**config.mk**
```make
export PLATFORM = sky130hd
export DESIGN_NAME = mem_arbiter
export DESIGN_NICKNAME = d
export VERILOG_FILES = /design/src/rtl/mem_arbiter.sv
export SDC_FILE = /design/constraint.sdc
export NUM_CORES = 1
export LEC_CHECK = 0
export ABC_AREA = 1
export CAP_MARGIN = 20
export CORE_AREA = 2 2 119 121
export CTS_CLUSTER_DIAMETER = 80
export DETAILED_ROUTE_END_ITERATION = 7
export DIE_AREA = 0 0 121 123
export GPL_ROUTABILITY_DRIVEN = 0
export PLACE_DENSITY = 0.61
export REMOVE_ABC_BUFFERS = 1
export SETUP_SLACK_MARGIN = 0.1
export SKIP_CTS_REPAIR_TIMING = 1
export SYNTH_ARGS = -nofsm -noshare
export SYNTH_HDL_FRONTEND = slang
export SYNTH_SLANG_ARGS = --single-unit
```
**constraint.sdc**
```tcl
create_clock -name clk -period 2.46 [get_ports clk]
set_input_delay 0.492 -clock clk [delete_from_list [all_inputs] [get_ports clk]]
set_output_delay 0.492 -clock clk [all_outputs]
set_load 0.005 [all_outputs]
```
**src/rtl/mem_arbiter.sv**
```systemverilog
// Shares one single-port BRAM between two masters: fixed-priority or round-robin
// selection, starvation override, burst locking and 1-cycle read-data routing.
module mem_arbiter #(
  parameter int ADDR_W   = 32,
  parameter int DATA_W   = 32,
  parameter int RR_MODE  = 1,
  parameter int MAX_WAIT = 8
) (
  input  logic              clk,
  input  logic              reset,
  input  logic              p0_req,
  input  logic              p1_req,
  input  logic              p0_we,
  input  logic              p1_we,
  input  logic              p0_lock,
  input  logic              p1_lock,
  input  logic [ADDR_W-1:0] p0_addr,
  input  logic [ADDR_W-1:0] p1_addr,
  input  logic [DATA_W-1:0] p0_wdata,
  input  logic [DATA_W-1:0] p1_wdata,
  output logic              p0_ack,
  output logic              p1_ack,
  output logic              p0_rvalid,
  output logic              p1_rvalid,
  output logic [DATA_W-1:0] p0_rdata,
  output logic [DATA_W-1:0] p1_rdata,
  output logic [ADDR_W-1:0] mem_address,
  output logic              mem_write_en,
  output logic [DATA_W-1:0] mem_write_data,
  input  logic [DATA_W-1:0] mem_read_data,
  output logic              busy_locked,
  output logic [1:0]        dbg_state
);

  // Handshake: pN_req is a level held with stable fields until pN_ack is seen
  // high in the same cycle; that cycle the access is issued to memory.

  typedef enum logic [1:0] {
    UNLOCKED = 2'd0,
    LOCK0    = 2'd1,
    LOCK1    = 2'd2
  } state_t;

  localparam logic [7:0] MAX_WAIT_C = 8'(MAX_WAIT);

  state_t     state_q;
  logic       last_grant_q;
  logic [7:0] wait0_q, wait1_q;
  logic [7:0] wait0_d, wait1_d;
  logic       rd_pending_q;
  logic       rd_owner_q;

  logic gnt_v;
  logic gnt_p;
  logic sel_we;
  logic starve0, starve1;

  assign starve0 = (wait0_q == MAX_WAIT_C);
  assign starve1 = (wait1_q == MAX_WAIT_C);

  always_comb begin
    gnt_v = 1'b0;
    gnt_p = 1'b0;
    case (state_q)
      LOCK0: begin
        gnt_v = p0_req;
        gnt_p = 1'b0;
      end
      LOCK1: begin
        gnt_v = p1_req;
        gnt_p = 1'b1;
      end
      default: begin
        if (p0_req && p1_req) begin
          gnt_v = 1'b1;
          // A port that alone has hit the wait limit overrides the normal policy.
          if (starve0 != starve1) gnt_p = starve1;
          else if (RR_MODE != 0)  gnt_p = ~last_grant_q;
          else                    gnt_p = 1'b1;
        end else if (p0_req) begin
          gnt_v = 1'b1;
          gnt_p = 1'b0;
        end else if (p1_req) begin
          gnt_v = 1'b1;
          gnt_p = 1'b1;
        end
      end
    endcase
  end

  assign sel_we         = gnt_p ? p1_we : p0_we;
  assign p0_ack         = gnt_v & ~gnt_p;
  assign p1_ack         = gnt_v & gnt_p;
  assign mem_write_en   = reset & gnt_v & sel_we;
  assign mem_address    = (gnt_v & gnt_p) ? p1_addr : p0_addr;
  assign mem_write_data = (gnt_v & gnt_p) ? p1_wdata : p0_wdata;

  assign p0_rdata    = mem_read_data;
  assign p1_rdata    = mem_read_data;
  assign p0_rvalid   = rd_pending_q & ~rd_owner_q;
  assign p1_rvalid   = rd_pending_q & rd_owner_q;
  assign busy_locked = (state_q != UNLOCKED);
  assign dbg_state   = state_q;

  always_comb begin
    wait0_d = wait0_q;
    wait1_d = wait1_q;
    if (!p0_req || p0_ack)    wait0_d = 8'd0;
    else if (!starve0)        wait0_d = wait0_q + 8'd1;
    if (!p1_req || p1_ack)    wait1_d = 8'd0;
    else if (!starve1)        wait1_d = wait1_q + 8'd1;
  end

  always_ff @(posedge clk or negedge reset) begin
    if (!reset) begin
      state_q      <= UNLOCKED;
      last_grant_q <= 1'b1;
      wait0_q      <= 8'd0;
      wait1_q      <= 8'd0;
      rd_pending_q <= 1'b0;
      rd_owner_q   <= 1'b0;
    end else begin
      if (gnt_v) last_grant_q <= gnt_p;
      wait0_q      <= wait0_d;
      wait1_q      <= wait1_d;
      rd_pending_q <= gnt_v & ~sel_we;
      rd_owner_q   <= gnt_p;
      case (state_q)
        UNLOCKED: begin
          if (p0_ack && p0_lock)      state_q <= LOCK0;
          else if (p1_ack && p1_lock) state_q <= LOCK1;
        end
        LOCK0: begin
          // Dropping the request releases the lock so the other port cannot deadlock.
          if (!p0_req || (p0_ack && !p0_lock)) state_q <= UNLOCKED;
        end
        LOCK1: begin
          if (!p1_req || (p1_ack && !p1_lock)) state_q <= UNLOCKED;
        end
        default: state_q <= UNLOCKED;
      endcase
    end
  end

endmodule

```
== After elaboration in Yosys (flattened, before gate mapping) ==
Index checks and enable logic that the tools add are counted.

* Bits in registers: 21
* Input port bits: 168
* Output and inout bits: 136
* Word-level logic and storage cells: 65

* $add $sub $neg: 2
* Equal/unequal tests: 10
* Muxes and demuxes: 20
* Bitwise gates (word level): 11
* Reduce and logical (&&, ||, !) cells: 16

{| class="wikitable"
|+ Operator list
! cell !! count
|-
| 32-bit 2-to-1 mux || 2
|-
| 8-bit 2-to-1 mux || 4
|-
| 8-bit by 1-bit adder with 8-bit output, second input constant || 2
|-
| 8-bit by 4-bit == test with 1-bit output, second input constant || 2
|-
| 2-bit 2-to-1 mux || 4
|-
| 1-bit AND || 7
|-
| 1-bit 2-to-1 mux || 7
|-
| 2-bit case mux with 3 select lines || 1
|-
| 1-bit logical AND || 5
|-
| 1-bit logical NOT || 4
|-
| 1-bit logical OR || 4
|-
| 2-bit by 1-bit != test with 1-bit output, second input constant || 2
|-
| 2-bit != test, second input constant || 2
|-
| 1-bit NOT || 4
|-
| 1-bit case mux with 2 select lines || 2
|-
| 3-bit != test, second input constant || 1
|-
| 3-bit AND reduction || 1
|-
| 2-bit by 1-bit == test with 1-bit output, second input constant || 1
|-
| 2-bit == test, second input constant || 1
|-
| 2-bit logical NOT || 1
|-
| 2-bit nonzero test || 1
|-
| 1-bit != test || 1
|}

== Logic depth before layout (Yosys ltp) ==
Gate-level depths: netlist of the first run.

* Depth after elaboration: 11
* Gate-level depth with buffers: 14
* Depth with buffers taken out: 13

== Worst setup path before layout of the first run ==
Ideal clock, no wire load.

* Kind: register to output
* Start: reg state_q[0] (netlist: dbg_state[0])
* End: out mem_address[10]
* Arrival time: 1.697 ns
* Data required time: 1.968 ns
* Slack: 0.271 ns
* Cell stages (with the launch flop): 11
* Buffers on the path: 2
* Cell sequence: dfrtp_1 inv_1 ha_1 nor3_1 a31oi_2 nand2_4 inv_2 buf_6 buf_6 nand2_1 nand2_1

* Longest elaborated chain between the ends: 4
* Elaborated cells on any way between the ends: 6
* Classes of those cells: eq/ne (2); mux (3); bitwise (1)

{| class="wikitable"
|+ Ends and longest elaborated chain
! element !! RTL line !! source
|-
| from (decl) || 46 || <nowiki>state_t state_q;</nowiki>
|-
| from (signal assigned) || 116 || <nowiki>state_q <= UNLOCKED;</nowiki>
|-
| from (signal assigned) || 130 || <nowiki>if (p0_ack && p0_lock) state_q <= LOCK0;</nowiki>
|-
| from (signal assigned) || 131 || <nowiki>else if (p1_ack && p1_lock) state_q <= LOCK1;</nowiki>
|-
| 2-bit == test / 2-bit by 1-bit == test with 1-bit output (equally long branches) || 64 || <nowiki>case (state_q)</nowiki>
|-
| 1-bit case mux with 2 select lines || 64 ||
|-
| 1-bit AND (*) || 95 || <nowiki>assign mem_address = (gnt_v & gnt_p) ? p1_addr : p0_addr;</nowiki>
|-
| 32-bit 2-to-1 mux (*) || 95 ||
|-
| to (decl) || 27 || <nowiki>output logic [ADDR_W-1:0] mem_address,</nowiki>
|}

Every way passes the cells marked *; elsewhere a longest branch is shown, timed or not.

== Worst setup path in the final report of the first run ==
* Start: reg wait1_q[1]
* End: out mem_address[16]

* Longest elaborated chain between the ends: 7

{| class="wikitable"
|+ Ends and longest elaborated chain
! element !! RTL line !! source
|-
| from (decl) || 48 || <nowiki>logic [7:0] wait0_q, wait1_q;</nowiki>
|-
| from (signal assigned) || 125 || <nowiki>wait1_q <= wait1_d;</nowiki>
|-
| 8-bit by 4-bit == test with 1-bit output (*) || 59 || <nowiki>assign starve1 = (wait1_q == MAX_WAIT_C);</nowiki>
|-
| 1-bit != test || 77 || <nowiki>if (starve0 != starve1) gnt_p = starve1;</nowiki>
|-
| 1-bit 2-to-1 mux (*) || 77 ||
|-
| 1-bit 2-to-1 mux (*) || 74 || <nowiki>if (p0_req && p1_req) begin</nowiki>
|-
| 1-bit case mux with 2 select lines (*) || 64 ||
|-
| via gnt_p || 54 || <nowiki>logic gnt_p;</nowiki>
|-
| 1-bit AND (*) || 95 ||
|-
| 32-bit 2-to-1 mux (*) || 95 ||
|}

Mark *: on every way through the listed nets, which the timed path passes. The rest lies on a longest branch.

==> impl_metrics.yaml, run 1 <==
critical_path:
  cp.required_ns: 1.97
  crit_slowest_cell: "dfrtp_1"
  cp-start-kind: "flip-flop"
  crit_fanout: 7
  worstPathCellList: "inv_2, ha_4, nand3_4, o21ai_2, nand2_1, nand2_1, nand2_2, nand2_4, nand2_8, buf_12, buf_8, clkbuf_16, nand2_4, nand2_2, buf_2"
  worstSetupPathType: "flip-flop to output pin"
  cp.arrival_ns: 2.12
  max_stage_delay_ns: 0.38
  end_kind: "output pin"
grt:
  met1_usage_pct: 18.50
  grt_antenna_before_repair: 0
  grt.busiest_layer: "met2"
  grt_pass1_vias: 2895
  grt_use_met3_pct: 9.963
  track_usage_pct: 14.69
  grt_pass1_wl_um: 16660
  gr-total-overflow: 0
  grt_max_degree: 49
  grtUsageMet2_pct: 20.47
run_status:
  outcome: "finished, violations left"
  violations: "negative setup slack"
layout:
  multi_input_comb_area_mm2: 0.001533
  area_growth_pct: 105.6
  fin_nets: 801
  final_cell_mix: "nand2_1 (182), clkdlybuf4s50_1 (138), buf_4 (47)"
  nFillCells: 1412
  antenna_cells: 0
  final_common_cell: "nand2_1"
  seq_area_um2: 526.8
  fin_area_mm2: 0.005226
  drive_gt1_share_pct: 26.72
sta:
  maxSlewViolCount: 0
  fin_ws_ns: -0.1531
  relSlewSlack_pct: 64.70
  finalSetupViolCount: 64
  finalClockSkew_ns: 0.001722
  rsz0062_at_grt: "true"
  fmax_mhz: 382.7
  hold_violations: 0
  period_needed_ns: 2.613
  period_share_pct: 106.2
  worstMarginPinSlew_ns: 0.5254
die:
  die_h_um: 123
  rows: 43
  io_pins: 304
  core_area_mm2: 0.01361
  die-area_mm2: 0.01488
  die_w_um: 121
  start_util_pct: 18.68
routing:
  vias: 3315
  ant_nets: 0
  drt_iter0_drc: 124
  wl_per_cell_um: 16.41
  wl_um: 13210
  drt-pass1-iter-count: 5
  drcViolationCount: 0
  post_drt_via_cell_ratio: 4.118
placement:
  place_ws_ns: -0.5347
  io_buffer_count: 207
  dpl_cell_area_mm2: 0.004579
  dp_hpwl_um: 9714
power:
  powerDensity_mw_per_mm2: 752.4
  p_leak_nw: 2.874
  power.total_mw: 3.932
  peakVddDrop_v: 0.0002779
logic_synthesis:
  synth_seq_area_share_pct: 20.72
  synthesis.area_mm2: 0.002542
  ys.warnings.count: 0
  synth.distinct_cells: 30
  synthFlopType: "dfrtp_1"
  synth-edff-count: 0
  synth.avg_cell_area_um2: 5.996
  async_reset_ff_share_pct: 100.0
  ys_ff_latch: 21
  synthCells: 424
clock_tree:
  cts.sinks: 21
  tritoncts: "built"
  clock_latency_ns: 0.25
  numCtsBuffers: 3
  clkSlewWorstSetupHoldPaths_ns: 0.06
  cts_max_level: 1
  cts_root_buf: "clkbuf_16"
  cts_max_path_buffers: 2
hold_path:
  hp-class: "flip-flop to flip-flop"
flow_run:
  max-cap-violations: 0
==> where the power goes <==
part | internal (mW) | switching (mW) | total (mW)
Clock | 0.220 | 0.118 | 0.338
Combinational | 1.75 | 1.40 | 3.14
Sequential | 0.412 | 0.0371 | 0.449
==> sequential cells by signal, summed over array words and instances (netlist names) <==
signal        flops
rd_owner_q        1
wait0_q           8
wait1_q           8
last_grant_q      1
rd_pending_q      1
dbg_state         2
==> Yosys cell counts (2+ instances only) <==
| cell | count | area [um2] |
|---|---|---|
| nand2_1 | 222 | 833.3 |
| buf_4 | 64 | 480.5 |
| inv_1 | 27 | 101.4 |
| dfrtp_1 | 20 | 500.5 |
| nor2_1 | 17 | 63.81 |
| a21oi_1 | 8 | 40.04 |
| buf_6 | 7 | 78.83 |
| ha_1 | 7 | 87.58 |
| nand3_1 | 7 | 35.03 |
| buf_2 | 6 | 30.03 |
| nand4_1 | 6 | 37.54 |
| nor3_1 | 5 | 25.02 |
| nor3b_1 | 4 | 30.03 |
| o21ai_0 | 4 | 20.02 |
| xor2_1 | 3 | 26.28 |
| nand2_4 | 2 | 22.52 |
| xnor2_1 | 2 | 17.52 |
==> metrics by stage <==
step,hold WS (ns),instances,util [%],TNS [ns]
after floorplan,0.1964,346,-,-26.09
after global placement,0.4995,774,33.64,-31.28
after detailed placement,0.5033,774,33.64,-32.60
after CTS,0.5133,778,34.22,-35.35
after global routing,0.5425,805,38.40,-13.06
final,0.5186,805,38.40,-5.298
==> worst max-delay path, delay by kind of cell, from the launching register on <==
family          cells  cell delay [ns]
simple gates        8             0.58
buf+inv             5             0.64
flops               1             0.38
fa+ha+maj           1             0.14
compound gates      1             0.12
==> logic make-up after synthesis <==
| logic type | share of synthesized area, % |
|---|---|
| adders and majority gates | 3.445 |
| AOI/OAI and AO/OA | 3.445 |
| and+or+nand+nor | 42.82 |
| DFF | 20.72 |
| buffers and inverters | 27.46 |
| xor gates and xnor gates | 1.723 |
| muxes | 0.3937 |
==> layer usage <==
metal	vias to the layer above	wire length, um
met5	-	139
met3	12	1522
met2	204	6097
met1	1459	5364
met4	4	82
li1	1636	-
==> worst paths after layout <==
kind,startpoint,endpoint,slack (ns),cells past startpoint
setup reg to reg,wait1_q[0],wait1_q[2],0.45,14
hold / removal,last_grant_q,last_grant_q,0.52,2
setup / recovery,wait1_q[1],mem_address[16],-0.15,15
hold reg to reg,last_grant_q,last_grant_q,0.52,2
min in group asynchronous,reset,wait0_q[5],0.72,2
max in group asynchronous,reset,last_grant_q,1.46,2
==> layout make-up <==
class,count,area share (%)
inverter,28,2.250
timing repair inverter,1,0.3112
multi-input combinational,297,29.33
sequential,21,10.08
tap,180,4.309
timing repair buffer,274,52.21
clock buffer,4,1.508
Power figures use the tool's default switching activity.
==> inputs of run 2 (changes only) <==
ABC_AREA = not set   (was 1)
PLACE_DENSITY = 0.62   (was 0.61)
RECOVER_POWER = 50   (was not set)
SLEW_MARGIN = 0   (was not set)
==> run 2 against run 1 <==
The run still ends with negative setup slack left. Final cell count fell by 18%. Total power fell by 0.25%. Clock skew shrank 0.00078 ns. Via count fell by 15%. Fmax is 16% lower. First-iteration DRC count down 42%. Utilization shrank 1.3 points. Register-to-register slack worse by 0.53 ns. Combinational power is essentially flat. Critical endpoint is now mem_write_data[20].
==> impl_metrics.yaml, run 2 <==
critical_path:
  r2r_end: "dbg_state[0]"
  max_stage_delay_ns: 0.49
  reg2reg_slack_ns: -0.08
  cp.required_ns: 1.97
  worstSetupPathType: "flip-flop to output pin"
  crit_fanout: 8
  rr_worst_depth: 13
  worstPathCellList: "inv_2, ha_2, or4b_4, o21ai_4, o211ai_4, buf_12, buf_16, buf_12, buf_6, mux2_4, buf_6"
  crit_slowest_cell: "or4b_4"
  worstReg2RegStart: "dbg_state[0]"
  cp.arrival_ns: 2.60
  end_kind: "output pin"
  cp-start-kind: "flip-flop"
clock_tree:
  clkSlewWorstSetupHoldPaths_ns: 0.06
  cts_max_path_buffers: 2
  tritoncts: "built"
  clock_latency_ns: 0.25
  numCtsBuffers: 3
  cts_max_level: 1
  cts_root_buf: "clkbuf_16"
  cts.sinks: 21
layout:
  final_common_cell: "clkdlybuf4s50_1"
  area_growth_pct: 91.61
  fin_nets: 657
  drive_gt1_share_pct: 46.15
  finish.utilization_pct: 37.15
  nFillCells: 1380
  final_cell_mix: "clkdlybuf4s50_1 (138), buf_4 (49), clkbuf_2 (44)"
die:
  die_w_um: 121
  start_util_pct: 19.39
  core_area_mm2: 0.01361
  die_h_um: 123
  rows: 43
  io_pins: 304
  die-area_mm2: 0.01488
routing:
  drt_iter0_drc: 72
  vias: 2809
  post_drt_via_cell_ratio: 4.243
  wl_per_cell_um: 20.23
  drt-pass1-iter-count: 4
  drcViolationCount: 0
  ant_nets: 0
  wl_um: 13390
grt:
  grt_pass1_vias: 3017
  grt_max_degree: 22
  grt_antenna_before_repair: 1
  gr-total-overflow: 0
  grt_pass1_wl_um: 18260
  track_usage_pct: 16.81
logic_synthesis:
  synth_top_cell_by_area: "dfrtp_1"
  ys.warnings.count: 0
  synth.avg_cell_area_um2: 9.737
  synth.distinct_cells: 45
  synth_seq_area_share_pct: 19.96
  synthesis.area_mm2: 0.002639
  ys_ff_latch: 21
  synth-edff-count: 0
  async_reset_ff_share_pct: 100.0
  synthFlopType: "dfrtp_1"
  synth_common_cells: "buf_4 (64), mux2_2 (37), mux2_4 (27)"
  yosys-top-cells-area: "dfrtp_1 (19%), buf_4 (18%), mux2_2 (16%), mux2_4 (15%), ha_1 (3.3%)"
  yosys.area.top_type_share_pct: 18.97
  yosysMostFrequentCell: "buf_4"
  synthCells: 271
sta:
  maxSlewViolCount: 0
  period_needed_ns: 3.093
  rsz0062_at_grt: "true"
  fmax_mhz: 323.3
  fin_ws_ns: -0.6332
  finalClockSkew_ns: 0.0009397
  hold_violations: 0
  finalSetupViolCount: 68
  timing.hold.ws_ns: 0.4969
  period_share_pct: 125.7
  relSlewSlack_pct: 21.40
  worstMarginPinSlew_ns: 1.179
placement:
  place_ws_ns: -0.8767
  dp_hpwl_um: 11170
  io_buffer_count: 207
flow_run:
  max-cap-violations: 0
hold_path:
  hold_end: "last_grant_q"
  whs_path_depth: 2
  hp-class: "flip-flop to flip-flop"
  hp-start: "last_grant_q"
power:
  peakVddDrop_v: 0.0002962
  power.total_mw: 3.922
  powerDensity_mw_per_mm2: 775.8
  p_leak_nw: 2.374
run_status:
  violations: "negative setup slack"
  outcome: "finished, violations left"
run 2: through the flow:
stage | TNS, ns | cells | cell area, um2
2_1_floorplan | -131.11 | 199 | 2093
3_3_place_gp | -53.91 | 630 | 4742
3_5_place_dp | -53.88 | 630 | 4742
4_1_cts | -59.05 | 634 | 4821
5_1_grt | -38.97 | 662 | 5056
6_report | -33.12 | 662 | 5056
run 2: kinds of logic after synthesis:
| family | count (synthesis) | share of synthesized area (%) |
|---|---|---|
| AO/OA/AOI/OAI | 23 | 6.306 |
| adder cells (fa/ha/maj) | 7 | 3.319 |
| buffers and inverters | 80 | 21.81 |
| multiplexers | 67 | 32.29 |
| flip-flops | 21 | 19.96 |
| XOR/XNOR | 12 | 3.983 |
| AND/OR/NAND/NOR | 61 | 12.33 |
run 2: final cells by class:
cell class	count	area (um2)	area share, %
Timing Repair Buffer	278	2561	50.66
Multi-Input combinational cell	170	1632	32.27
Sequential cell	21	526.8	10.42
Tap cell	180	225.2	4.454
Clock buffer	4	78.83	1.559
Inverter	8	30.03	0.5939
Antenna cell	1	2.502	0.04949
run 2: worst max-delay path, delay by kind of cell, from the launching register on:
kind | cells | cell delay [ns]
buffers and inverters | 6 | 0.73
adders and majority gates | 1 | 0.16
AOI/OAI and AO/OA | 2 | 0.29
muxes | 1 | 0.29
and+or+nand+nor | 1 | 0.49
DFF | 1 | 0.39
run 2: how the worst max path moves through the flow:
stage                 startpoint                  to  slack (ns)  cells after the start
CTS                 dbg_state[0]     mem_address[10]       -0.97                      8
global route          wait1_q[1]  mem_write_data[22]       -0.71                     11
floorplan           dbg_state[0]      mem_address[0]       -1.84                      6
finish                wait1_q[1]  mem_write_data[20]       -0.63                     11
global placement          p0_req     mem_address[10]       -0.85                      7
detailed placement        p0_req     mem_address[10]       -0.88                      7
run 2: per-layer routing:
metal / GRT usage, % / vias to the layer above / share of wire, %
li1: - / 1295 / -
met1: 20.61 / 1303 / 40
met2: 23.60 / 200 / 43
met3: 12.45 / 9 / 16
met4: 2.326 / 2 / 0.57
met5: 4.861 / - / 0.31
run 2: power by group:
part | internal [mW] | total, mW | leakage, nW | switching (mW)
sequential | 0.411 | 0.451 | 0.282 | 0.0407
clock | 0.221 | 0.341 | 0.0382 | 0.121
combinational | 1.97 | 3.13 | 2.05 | 1.16
total | 2.60 | 3.92 | 2.37 | 1.32
==> inputs of run 3 (changes only) <==
clock period = 3 ns   (was 2.46 ns; I/O delays follow)
==> run 3 against run 2 <==
The run still ends with negative setup slack left. First-iteration DRC count rose by 26%. Utilization shrank 0.13 points. Final cell count down 1.4%. Sequential power decreased by 18%. Clock skew up 0.0042 ns. Clock power is 16% lower. Die area unchanged. Hold slack worse by 0.0078 ns. Critical path depth stayed put.
==> impl_metrics.yaml, run 3 (synthesis results as in run 2) <==
routing:
  post_drt_via_cell_ratio: 4.406
  vias: 2877
  ant_nets: 0
  drt_iter0_drc: 91
  drt-pass1-iter-count: 4
  wl_per_cell_um: 20.71
  wl_um: 13520
  drcViolationCount: 0
critical_path:
  crit_fanout: 7
  crit_slowest_cell: "or4b_4"
  worst-path-buf-inv: 6
  crit_family: "buffers and inverters"
  rr_worst_depth: 12
  max_stage_delay_ns: 0.47
  end_kind: "output pin"
  cpMostUsedCell: "buf_6"
  cp.arrival_ns: 2.57
  worstSetupPathDepth: 11
  worstSetupPathType: "flip-flop to output pin"
  worstPathCellList: "inv_2, ha_4, or4b_4, o21ai_4, o211ai_4, buf_12, buf_6, buf_8, buf_6, mux2_4, buf_6"
  cp-start-kind: "flip-flop"
  cp.required_ns: 2.40
clock_tree:
  cts_max_path_buffers: 2
  tritoncts: "built"
  clkSlewWorstSetupHoldPaths_ns: 0.06
  cts_root_buf: "clkbuf_16"
  clock_latency_ns: 0.26
  cts_max_level: 1
  numCtsBuffers: 3
  cts.sinks: 21
power:
  power.total_mw: 3.278
  peakVddDrop_v: 0.0002551
  seq_power_share_pct: 11.2
  power.switching_mw: 1.105
  p_leak_nw: 2.341
  clockPowerShare_pct: 8.7
  p_sw_share_pct: 33.70
  internal_power_mw: 2.174
  powerDensity_mw_per_mm2: 650.7
  combPwrFrac_pct: 80.0
grt:
  grt_pass1_wl_um: 18140
  track_usage_pct: 16.69
  grt_pass1_vias: 2925
  grt_antenna_before_repair: 0
  grt_max_degree: 22
  gr-total-overflow: 0
run_status:
  outcome: "finished, violations left"
  violations: "negative setup slack"
layout:
  multi_input_comb_area_mm2: 0.001648
  area_growth_pct: 90.94
  fin_area_mm2: 0.005039
  seq_area_um2: 526.8
  antenna_cells: 0
  final_cell_mix: "clkdlybuf4s50_1 (138), clkbuf_2 (45), buf_4 (39)"
  fin_nets: 649
  drive_gt1_share_pct: 45.24
  nFillCells: 1372
  final_common_cell: "clkdlybuf4s50_1"
  finish.utilization_pct: 37.02
sta:
  fmax_mhz: 315.6
  finalClockSkew_ns: 0.005172
  finalSetupTns_ns: -4.396
  relSlewSlack_pct: 21.46
  period_needed_ns: 3.169
  finalSetupViolCount: 57
  fin_ws_ns: -0.1687
  rsz0062_at_grt: "true"
  worstMarginPinSlew_ns: 1.178
  maxSlewViolCount: 0
  period_share_pct: 105.6
  hold_violations: 0
die:
  die_w_um: 121
  io_pins: 304
  die-area_mm2: 0.01488
  core_area_mm2: 0.01361
  rows: 43
  start_util_pct: 19.39
  die_h_um: 123
hold_path:
  whs_path_depth: 2
  hp-class: "flip-flop to flip-flop"
flow_run:
  max-cap-violations: 0
placement:
  dp_hpwl_um: 11070
  dpl_cell_area_mm2: 0.004690
  io_buffer_count: 207
run 3: cell count changes in the layout (fill, tap and decap cells not counted), sizes merged:
cell,change
buf,-8
clkinv,+1
diode,-1
dlymetal6s2s,-4
clkbuf,+3
run 3: metal layers:
metal	up-vias	share of wire, %	track usage (%)
li1	1281	-	-
met1	1358	38	20.51
met2	219	43	23.10
met3	17	18	13.38
met4	2	1.2	1.453
met5	-	0.27	4.167
run 3: path summary, 6_finish.rpt:
path                                       to  slack (ns)         start
max                        mem_write_data[31]       -0.17    wait1_q[1]
min                              last_grant_q        0.49  last_grant_q
max reg2reg                      dbg_state[0]        0.51  dbg_state[0]
min reg2reg                      last_grant_q        0.49  last_grant_q
max in group asynchronous          wait0_q[3]        1.14         reset
min in group asynchronous          rd_owner_q        1.16         reset
run 3: power by group through the flow:
stage / Clock (mW) / Sequential [mW] / Combinational [mW]
after global placement: 0 / 0.367 / 2.17
after floorplan: 0 / 0.379 / 1.01
after detailed placement: 0 / 0.369 / 2.17
after CTS: 0.293 / 0.365 / 2.20
after global routing: 0.303 / 0.373 / 2.81
final: 0.286 / 0.369 / 2.62
run 3: cell type report:
class                   instances  area share (%)
repair buffers                270           50.19
multi-input cells             170           32.70
flip-flops and latches         21           10.45
well taps                     180           4.470
clock buffers                   3           1.490
inverters                       8          0.5960
clock inverters                 1         0.09933
run 3: metrics by stage:
stage	hold slack [ns]	setup slack, ns	cells
5_1_grt	0.5198	-0.2263	653
2_1_floorplan	0.3044	-1.413	199
6_report	0.4891	-0.1687	653
3_3_place_gp	0.4739	-0.5198	623
4_1_cts	0.4849	-0.5621	627
3_5_place_dp	0.4738	-0.5449	623
run 3: worst register-to-register path, cell delays in order, from the launching register on:
cell	delay (ns)
dfrtp_1	0.37
inv_2	0.06
buf_4	0.14
ha_4	0.18
a21boi_4	0.20
o21ai_4	0.10
buf_4	0.15
buf_6	0.11
o21a_4	0.20
buf_4	0.13
buf_4	0.15
or4_1	0.53
o211ai_1	0.09
